[src/rtl/mem_stage_access_unit_if.sv]
// Bus bundle for the MEM-stage access unit.
// Groups the EX/MEM input word, the data-memory req/ack channel, the
// MEM/WB output word and the sticky error flags.
//   slave  : the access unit itself
//   master : the surrounding pipeline / memory model
// Ports carried:
//   ex_mem_bus[71:0], ex_mem_valid   EX/MEM word and its valid
//   stall_out                        hold upstream stages
//   dmem_req/we/addr/wdata           data-memory request
//   dmem_rdata, dmem_ack             data-memory response
//   mem_wb_bus[69:0], mem_wb_valid   MEM/WB word and its one-cycle valid
//   err_misaligned, err_timeout      sticky error flags
interface mem_stage_access_unit_if #(
    parameter int ADDR_W = 10
);
    logic [71:0]       ex_mem_bus;
    logic              ex_mem_valid;
    logic              stall_out;
    logic              dmem_req;
    logic              dmem_we;
    logic [ADDR_W-1:0] dmem_addr;
    logic [31:0]       dmem_wdata;
    logic [31:0]       dmem_rdata;
    logic              dmem_ack;
    logic [69:0]       mem_wb_bus;
    logic              mem_wb_valid;
    logic              err_misaligned;
    logic              err_timeout;

    modport slave (
        input  ex_mem_bus, ex_mem_valid, dmem_rdata, dmem_ack,
        output stall_out, dmem_req, dmem_we, dmem_addr, dmem_wdata,
               mem_wb_bus, mem_wb_valid, err_misaligned, err_timeout
    );

    modport master (
        output ex_mem_bus, ex_mem_valid, dmem_rdata, dmem_ack,
        input  stall_out, dmem_req, dmem_we, dmem_addr, dmem_wdata,
               mem_wb_bus, mem_wb_valid, err_misaligned, err_timeout
    );
endinterface

[src/rtl/mem_stage_access_unit.sv]
// MEM-stage access unit.
// Unpacks the 72-bit EX/MEM word, performs the load/store on the data memory
// over a req/ack handshake, and emits a 70-bit MEM/WB word with a one-cycle
// valid. Stalls upstream while an access is outstanding. All state changes on
// the falling edge of clk; reset is asynchronous, active-low.
// Ports:
//   clk    pipeline clock (falling-edge active)
//   reset  async active-low reset
//   io     mem_stage_access_unit_if.slave bundle
//          ex_mem_bus: [71]MemRead [70]MemWrite [69]MemToReg [68:64]RD
//                      [63:32]Rd2 [31:0]ALU_result
//          mem_wb_bus: [69]MemToReg [68:64]RD [63:32]ReadData [31:0]ALU_result
//
// state  | meaning
// -------+-------------------------------------------------------------
// IDLE   | accepting EX/MEM words; pass-through / misaligned finish here
// ACCESS | dmem_req held, stall_out high, counting cycles toward timeout
// DONE   | access finished; MEM/WB word issued on the edge leaving DONE
module mem_stage_access_unit #(
    parameter int ADDR_W  = 10,
    parameter int TIMEOUT = 15
) (
    input  logic                    clk,
    input  logic                    reset,
    mem_stage_access_unit_if.slave  io
);

    typedef enum logic [1:0] {
        IDLE   = 2'd0,
        ACCESS = 2'd1,
        DONE   = 2'd2
    } state_t;

    // Last count value before the abort; the abort edge brings the count to TIMEOUT.
    localparam logic [3:0] CNT_LAST = 4'(TIMEOUT - 1);

    logic        in_mem_read;
    logic        in_mem_write;
    logic        in_mem_to_reg;
    logic [4:0]  in_rd;
    logic [31:0] in_rd2;
    logic [31:0] in_alu;
    logic        in_is_mem;
    logic        in_misaligned;

    assign in_mem_read   = io.ex_mem_bus[71];
    assign in_mem_write  = io.ex_mem_bus[70];
    assign in_mem_to_reg = io.ex_mem_bus[69];
    assign in_rd         = io.ex_mem_bus[68:64];
    assign in_rd2        = io.ex_mem_bus[63:32];
    assign in_alu        = io.ex_mem_bus[31:0];
    assign in_is_mem     = in_mem_read | in_mem_write;
    assign in_misaligned = (in_alu[1:0] != 2'b00);

    state_t            state_q, state_d;
    logic [3:0]        cnt_q, cnt_d;
    logic              req_q, req_d;
    logic              we_q, we_d;
    logic [ADDR_W-1:0] addr_q, addr_d;
    logic [31:0]       wdata_q, wdata_d;
    logic              stall_q, stall_d;
    logic [69:0]       wb_bus_q, wb_bus_d;
    logic              wb_valid_q, wb_valid_d;
    logic              err_mis_q, err_mis_d;
    logic              err_to_q, err_to_d;
    logic              mtr_q, mtr_d;
    logic [4:0]        rd_q, rd_d;
    logic [31:0]       alu_q, alu_d;
    logic [31:0]       rdata_q, rdata_d;

    always_ff @(negedge clk or negedge reset) begin
        if (!reset) begin
            state_q    <= IDLE;
            cnt_q      <= 4'd0;
            req_q      <= 1'b0;
            we_q       <= 1'b0;
            addr_q     <= '0;
            wdata_q    <= 32'h0;
            stall_q    <= 1'b0;
            wb_bus_q   <= 70'h0;
            wb_valid_q <= 1'b0;
            err_mis_q  <= 1'b0;
            err_to_q   <= 1'b0;
            mtr_q      <= 1'b0;
            rd_q       <= 5'd0;
            alu_q      <= 32'h0;
            rdata_q    <= 32'h0;
        end else begin
            state_q    <= state_d;
            cnt_q      <= cnt_d;
            req_q      <= req_d;
            we_q       <= we_d;
            addr_q     <= addr_d;
            wdata_q    <= wdata_d;
            stall_q    <= stall_d;
            wb_bus_q   <= wb_bus_d;
            wb_valid_q <= wb_valid_d;
            err_mis_q  <= err_mis_d;
            err_to_q   <= err_to_d;
            mtr_q      <= mtr_d;
            rd_q       <= rd_d;
            alu_q      <= alu_d;
            rdata_q    <= rdata_d;
        end
    end

    always_comb begin
        state_d    = state_q;
        cnt_d      = cnt_q;
        req_d      = req_q;
        we_d       = we_q;
        addr_d     = addr_q;
        wdata_d    = wdata_q;
        stall_d    = stall_q;
        wb_bus_d   = wb_bus_q;
        wb_valid_d = 1'b0;
        err_mis_d  = err_mis_q;
        err_to_d   = err_to_q;
        mtr_d      = mtr_q;
        rd_d       = rd_q;
        alu_d      = alu_q;
        rdata_d    = rdata_q;

        case (state_q)
            IDLE: begin
                if (io.ex_mem_valid) begin
                    if (!in_is_mem || in_misaligned) begin
                        // ALU op or rejected misaligned access: finish in one edge.
                        wb_bus_d   = {in_mem_to_reg, in_rd, 32'h0, in_alu};
                        wb_valid_d = 1'b1;
                        if (in_is_mem) begin
                            err_mis_d = 1'b1;
                        end
                    end else begin
                        state_d = ACCESS;
                        req_d   = 1'b1;
                        stall_d = 1'b1;
                        // Read+write together is executed as a store.
                        we_d    = in_mem_write;
                        addr_d  = in_alu[ADDR_W+1:2];
                        wdata_d = in_rd2;
                        cnt_d   = 4'd0;
                        mtr_d   = in_mem_to_reg;
                        rd_d    = in_rd;
                        alu_d   = in_alu;
                    end
                end
            end
            ACCESS: begin
                if (io.dmem_ack) begin
                    req_d   = 1'b0;
                    stall_d = 1'b0;
                    rdata_d = we_q ? 32'h0 : io.dmem_rdata;
                    state_d = DONE;
                end else if (cnt_q == CNT_LAST) begin
                    req_d    = 1'b0;
                    stall_d  = 1'b0;
                    err_to_d = 1'b1;
                    rdata_d  = 32'h0;
                    cnt_d    = cnt_q + 4'd1;
                    state_d  = DONE;
                end else begin
                    cnt_d = cnt_q + 4'd1;
                end
            end
            DONE: begin
                // Stall already released on entry so upstream advances this
                // cycle; the bus is not sampled here, avoiding a re-issue.
                wb_bus_d   = {mtr_q, rd_q, rdata_q, alu_q};
                wb_valid_d = 1'b1;
                state_d    = IDLE;
            end
            default: begin
                state_d = IDLE;
            end
        endcase
    end

    assign io.stall_out      = stall_q;
    assign io.dmem_req       = req_q;
    assign io.dmem_we        = we_q;
    assign io.dmem_addr      = addr_q;
    assign io.dmem_wdata     = wdata_q;
    assign io.mem_wb_bus     = wb_bus_q;
    assign io.mem_wb_valid   = wb_valid_q;
    assign io.err_misaligned = err_mis_q;
    assign io.err_timeout    = err_to_q;

endmodule
[src/flat_wrapper.sv]
// flat-port wrapper written by rule: the top's interface ports become plain ports
module mem_stage_access_unit_flat 
#(
    parameter int ADDR_W  = 10,
    parameter int TIMEOUT = 15
)
  (clk, reset, io_ex_mem_bus, io_ex_mem_valid, io_dmem_rdata, io_dmem_ack, io_stall_out, io_dmem_req, io_dmem_we, io_dmem_addr, io_dmem_wdata, io_mem_wb_bus, io_mem_wb_valid, io_err_misaligned, io_err_timeout);
  mem_stage_access_unit_if #(.ADDR_W(ADDR_W)) io_i ();
  input  logic clk;
  input  logic reset;
  input wire logic [$bits(io_i.ex_mem_bus)-1:0] io_ex_mem_bus;
  input wire logic [$bits(io_i.ex_mem_valid)-1:0] io_ex_mem_valid;
  input wire logic [$bits(io_i.dmem_rdata)-1:0] io_dmem_rdata;
  input wire logic [$bits(io_i.dmem_ack)-1:0] io_dmem_ack;
  output wire logic [$bits(io_i.stall_out)-1:0] io_stall_out;
  output wire logic [$bits(io_i.dmem_req)-1:0] io_dmem_req;
  output wire logic [$bits(io_i.dmem_we)-1:0] io_dmem_we;
  output wire logic [$bits(io_i.dmem_addr)-1:0] io_dmem_addr;
  output wire logic [$bits(io_i.dmem_wdata)-1:0] io_dmem_wdata;
  output wire logic [$bits(io_i.mem_wb_bus)-1:0] io_mem_wb_bus;
  output wire logic [$bits(io_i.mem_wb_valid)-1:0] io_mem_wb_valid;
  output wire logic [$bits(io_i.err_misaligned)-1:0] io_err_misaligned;
  output wire logic [$bits(io_i.err_timeout)-1:0] io_err_timeout;
  assign io_i.ex_mem_bus = io_ex_mem_bus;
  assign io_i.ex_mem_valid = io_ex_mem_valid;
  assign io_i.dmem_rdata = io_dmem_rdata;
  assign io_i.dmem_ack = io_dmem_ack;
  assign io_stall_out = io_i.stall_out;
  assign io_dmem_req = io_i.dmem_req;
  assign io_dmem_we = io_i.dmem_we;
  assign io_dmem_addr = io_i.dmem_addr;
  assign io_dmem_wdata = io_i.dmem_wdata;
  assign io_mem_wb_bus = io_i.mem_wb_bus;
  assign io_mem_wb_valid = io_i.mem_wb_valid;
  assign io_err_misaligned = io_i.err_misaligned;
  assign io_err_timeout = io_i.err_timeout;
  mem_stage_access_unit #(.ADDR_W(ADDR_W), .TIMEOUT(TIMEOUT)) u_core (.clk(clk), .reset(reset), .io(io_i));
endmodule
[config.mk]
export PLATFORM = sky130hd
export DESIGN_NAME = mem_stage_access_unit_flat
export DESIGN_NICKNAME = d
export VERILOG_FILES = /design/src/rtl/mem_stage_access_unit_if.sv /design/src/rtl/mem_stage_access_unit.sv /design/src/flat_wrapper.sv
export SDC_FILE = /design/constraint.sdc
export NUM_CORES = 1
export LEC_CHECK = 0
export ABC_AREA = 1
export CAP_MARGIN = 10
export CORE_MARGIN = 8
export CORE_UTILIZATION = 48
export CTS_BUF_LIST = sky130_fd_sc_hd__clkbuf_8 sky130_fd_sc_hd__clkbuf_16
export CTS_CLUSTER_SIZE = 14
export DETAILED_ROUTE_END_ITERATION = 10
export PLACE_DENSITY_LB_ADDON = 0.12
export SLEW_MARGIN = 10
export SYNTH_ARGS = -nofsm -noshare
export SYNTH_HDL_FRONTEND = slang
export SYNTH_SLANG_ARGS = --single-unit
export TNS_END_PERCENT = 5
[constraint.sdc]
create_clock -name clk -period 1.5 [get_ports clk]
set_input_delay 0.45 -clock clk [delete_from_list [all_inputs] [get_ports clk]]
set_output_delay 0.45 -clock clk [all_outputs]
set_load 0.01 [all_outputs]
# Word level (Yosys, flattened, before mapping)
# Cells that the tools add are included.
dict set report totals {
  reg_bits 193
  out_inout_bits 118
  in_bits 108
  word_cells 64
}
dict set report classes {
  bitwise 3
  reduce_logical 15
  muxes 23
  addsub 1
  n_eq_ne 8
}
# operator n
set op_table {}
lappend op_table {{$mux 70} 2}
lappend op_table {{$pmux 70 s2} 1}
lappend op_table {{$mux 32} 3}
lappend op_table {{$mux 4} 3}
lappend op_table {{$reduce_and 3->1} 4}
lappend op_table {{$reduce_and 4->1} 3}
lappend op_table {{$mux 2} 4}
lappend op_table {{$pmux 4 s2} 1}
lappend op_table {{$reduce_bool 2->1} 4}
lappend op_table {{$mux 1} 6}
lappend op_table {{$ne 2x2->1 const B} 3}
lappend op_table {{$add 4x1->4 const B} 1}
lappend op_table {{$eq 4x4->1 const B} 1}
lappend op_table {{$pmux 1 s2} 2}
lappend op_table {{$pmux 2 s2} 1}
lappend op_table {{$ne 3x2->1 const B} 1}
lappend op_table {{$eq 2x1->1 const B} 1}
lappend op_table {{$eq 2x2->1 const B} 1}
lappend op_table {{$logic_not 2->1} 1}
lappend op_table {{$ne 2x1->1 const B} 1}
lappend op_table {{$not 1->1} 2}
lappend op_table {{$reduce_and 2->1} 1}
lappend op_table {{$logic_not 1->1} 1}
lappend op_table {{$logic_or 1x1->1} 1}
lappend op_table {{$or 1x1->1} 1}

# Longest topological paths before layout
dict set report depth {
  depth_word 6
  mapped_depth 9
  depth_no_buf 7
}

==> summary.md <==
| Metric | Value |
|---|---|
| CTS Buf Count | `17` |
| Routability cong. | `0.808` |
| CTS tree | `done` |
| Design area | `0.0113 mm2` |
| Worst-skew pair later-pin latency | `0.41 ns` |
| R2R setup slack | `-0.02 ns` |
| Sequential area share after synthesis | `0.588` |
| Hold slack | `0.416 ns` |
| Setup crit end kind | `primary output` |
| Fill cells | `1273` |
| # DRC | `0` |
| Power per cell area | `1360 mW/mm2` |
| Worst-Margin Slew | `0.346 ns` |
| Top-area cell type share of the netlist area | `0.588` |
| All-layer global routing usage | `0.213` |
| Mapped Area | `0.00779 mm2` |
| Diode count | `0` |
| Total global routing overflow | `0` |
| Row count | `46` |
| Avg Cell Area, Syn | `8.72 um2` |
| Leakage | `6.02 nW` |
| Prevailing post-synth register cell | `dfrtn_1` |
| Yosys top cell by area | `dfrtn_1` |
| Total chip power | `15.3 mW` |
| Number of synthesized flops with an enable pin | `0` |
| DR WL/cell | `15.4 um` |
| Via density | `4.84` |
| Vias in the first global route | `6700` |
| Initial Util | `0.490` |
| Crit Reg-Reg Startpoint | `u_core.state_q[0]` |
| Util after Layout | `0.709` |
| Syn Inst Count | `893` |
| GRT busiest layer | `met2` |
| Critical path startpoint category | `register` |
| Max Cap Violations | `0` |
| Iter 0 DRT Violations | `461` |
| Vias | `6768` |
| Setup crit start | `u_core.io.mem_wb_bus[50]` |
| Buf/Inv on CP | `1` |
| Crit path DAT | `1.77 ns` |
| Synth-to-Final Area Change | `44.6%` |
| CTS max path bufs | `2` |
| Top Ports | `226` |
| Share of layout cells above drive strength 1 | `0.243` |
| Min-delay worst type | `reg2reg` |
| Die height | `143 um` |
| Cell Chain, Critical Path | `buf_2` |
| Worst rel slew slack | `0.769` |
| Met3 Resource Use GR | `0.0677` |
| Register area | `0.00458 mm2` |
| Hpwl dp | `14.9 mm` |
| Post-route ant nets | `0` |
| Slowest stage delay, CP | `0.46 ns` |
| Status | `finished, violations left` |
| Final Hold Viols | `0` |
| Clock slew at reported path FFs | `0.05 ns` |
| Setup WS post-layout | `-0.718 ns` |
| FF-to-FF path depth | `8` |
| Yosys reg bits | `183` |
| Detailed Route WL | `21.5 mm` |
| First-pass GRT wire length | `34.5 mm` |
| M1 GR Usage | `0.267` |
| Syn nets | `1003` |
| Final Max Slew Viols | `0` |
| Warnings, synthesis | `0` |
| Setup CP Type | `reg2out` |
| GR Layer Usage met2 | `0.348` |
| Top-count cell post-synth | `nand2_1` |
| H-tree level count | `4` |
| CP max FO | `2` |
| Post-synth top cells | `nand2_1 (390), dfrtn_1 (183), nand3_1 (109)` |
| Ys async rst share | `1.00` |
| RSZ-0062 raised after global routing | `yes` |
| Clock Skew | `0.00973 ns` |
| Pre-CTS WS | `-1.19 ns` |
| Sink Count | `183` |
| Failing checks | `negative setup slack` |
| Area of the multi-input gates | `0.00265 mm2` |
| Critical path endpoint | `io_mem_wb_bus[50]` |
| Critical Path RT | `1.05 ns` |
| Initial antenna violation count | `0` |
| Core area | `0.0159 mm2` |
| Die width | `143 um` |
| Synth unique cells | `26` |
| Nets | `1281` |
| Top Family by Delay on Critical Path | `flip-flops` |
| Drt first pass iters | `5` |
| Reg2reg end | `u_core.io.mem_wb_bus[6]` |
| Critical Path Stages | `1` |
| Slowest-stage cell, CP | `dfrtn_1` |
| DP Area | `0.0107 mm2` |
| Die area | `0.0206 mm2` |
| Clock root buffer | `clkbuf_16` |
| Setup-failing EPs final | `298` |
| Worst VDD drop | `0.797 mV` |
| Largest net degree at the start of global routing | `46` |
| Port bufs | `225` |
| Top post-synthesis cells by area | `dfrtn_1 (59%), nand2_1 (19%), nand3_1 (7.0%), o21ai_1 (3.3%), buf_6 (2.6%)` |
[worst register-to-register path: stages, from the launching register on]
cell     delay [ns]
dfrtn_1        0.52
inv_2          0.10
nand2_2        0.16
inv_2          0.08
buf_4          0.22
nand2_1        0.09
o21ai_0        0.08
nand2_1        0.07
nand2_1        0.05
[flip-flops by register name, summed over array words and instances (netlist names)]
name	count
u_core.cnt_q	4
u_core.io.dmem_wdata	32
u_core.io.mem_wb_bus	70
u_core.mtr_q	1
u_core.io.err_misaligned	1
u_core.alu_q	32
u_core.state_q	2
u_core.io.err_timeout	1
u_core.io.dmem_we	1
u_core.io.mem_wb_valid	1
u_core.rdata_q	32
u_core.rd_q	5
u_core.io.stall_out	1
[timing repair]
item | CTS | global route
buffers inserted | 7 | 5
hold buffers | 0 | 0
gates resized for setup | 570 | 29
setup endpoints to repair | 301 | 298
pin swaps | 5 | 1
[kinds of logic after synthesis]
| logic type | after synthesis | share of synthesized area |
|---|---|---|
| xor+xnor | 2 | 0.00225 |
| fa+ha+maj | 2 | 0.00321 |
| compound gates | 79 | 0.0548 |
| simple gates | 511 | 0.269 |
| flops | 183 | 0.588 |
| buf+inv | 116 | 0.0832 |
[where the power goes]
group          switching [mW]  internal (mW)  leakage, nW  total, mW
logic                    1.97           2.15         3.38       4.12
registers               0.652           6.09         2.35       6.75
clock network            1.96           2.51        0.285       4.48
total                    4.58           10.8         6.02       15.3
[cell usage in the layout, fill, tap and decap left out, drive strengths merged]
cell,instances
xnor2,1
ha,2
dfrtn,183
o21bai,1
nor2,5
buf,224
clkdlybuf4s50,100
bufinv,2
a21o,1
o21ai,76
nand3,111
nor3,1
a21oi,1
xor2,1
nand2,393
clkbuf,18
clkinvlp,2
nand4,1
inv,56
clkinv,4
[layer usage]
metal | share of wire | wire length, um
met2 | 0.50 | 10700
met4 | 0.011 | 238
met5 | 0 | 0
met3 | 0.071 | 1530
met1 | 0.42 | 9020
[through the flow]
step                      instances  setup TNS [ns]
after floorplan                 893         -102.70
after global placement         1356         -269.36
after detailed placement       1356         -271.48
after CTS                      1394         -121.42
after global routing           1399         -127.67
final                          1399         -114.66
[worst min path at each step]
stage                                         from  slack (ns)                  endpoint  cells past startpoint
after CTS                       u_core.rdata_q[10]        0.42        u_core.rdata_q[10]                      2
after global routing            u_core.rdata_q[29]        0.43        u_core.rdata_q[29]                      2
after floorplan                  u_core.rdata_q[0]        0.40         u_core.rdata_q[0]                      2
final                            u_core.rdata_q[7]        0.42         u_core.rdata_q[7]                      2
after detailed placement        u_core.rdata_q[10]        0.42        u_core.rdata_q[10]                      2
after global placement    u_core.io.err_misaligned        0.41  u_core.io.err_misaligned                      1
[area by class of cell]
cell class | count | area share
flip-flops and latches | 183 | 0.407
multi-input cells | 594 | 0.235
clock buffers | 18 | 0.0390
repair buffers | 324 | 0.266
inverters | 51 | 0.0171
well taps | 216 | 0.0240
clock inverters | 13 | 0.0129
No activity file was read; power rests on OpenSTA's default activity.
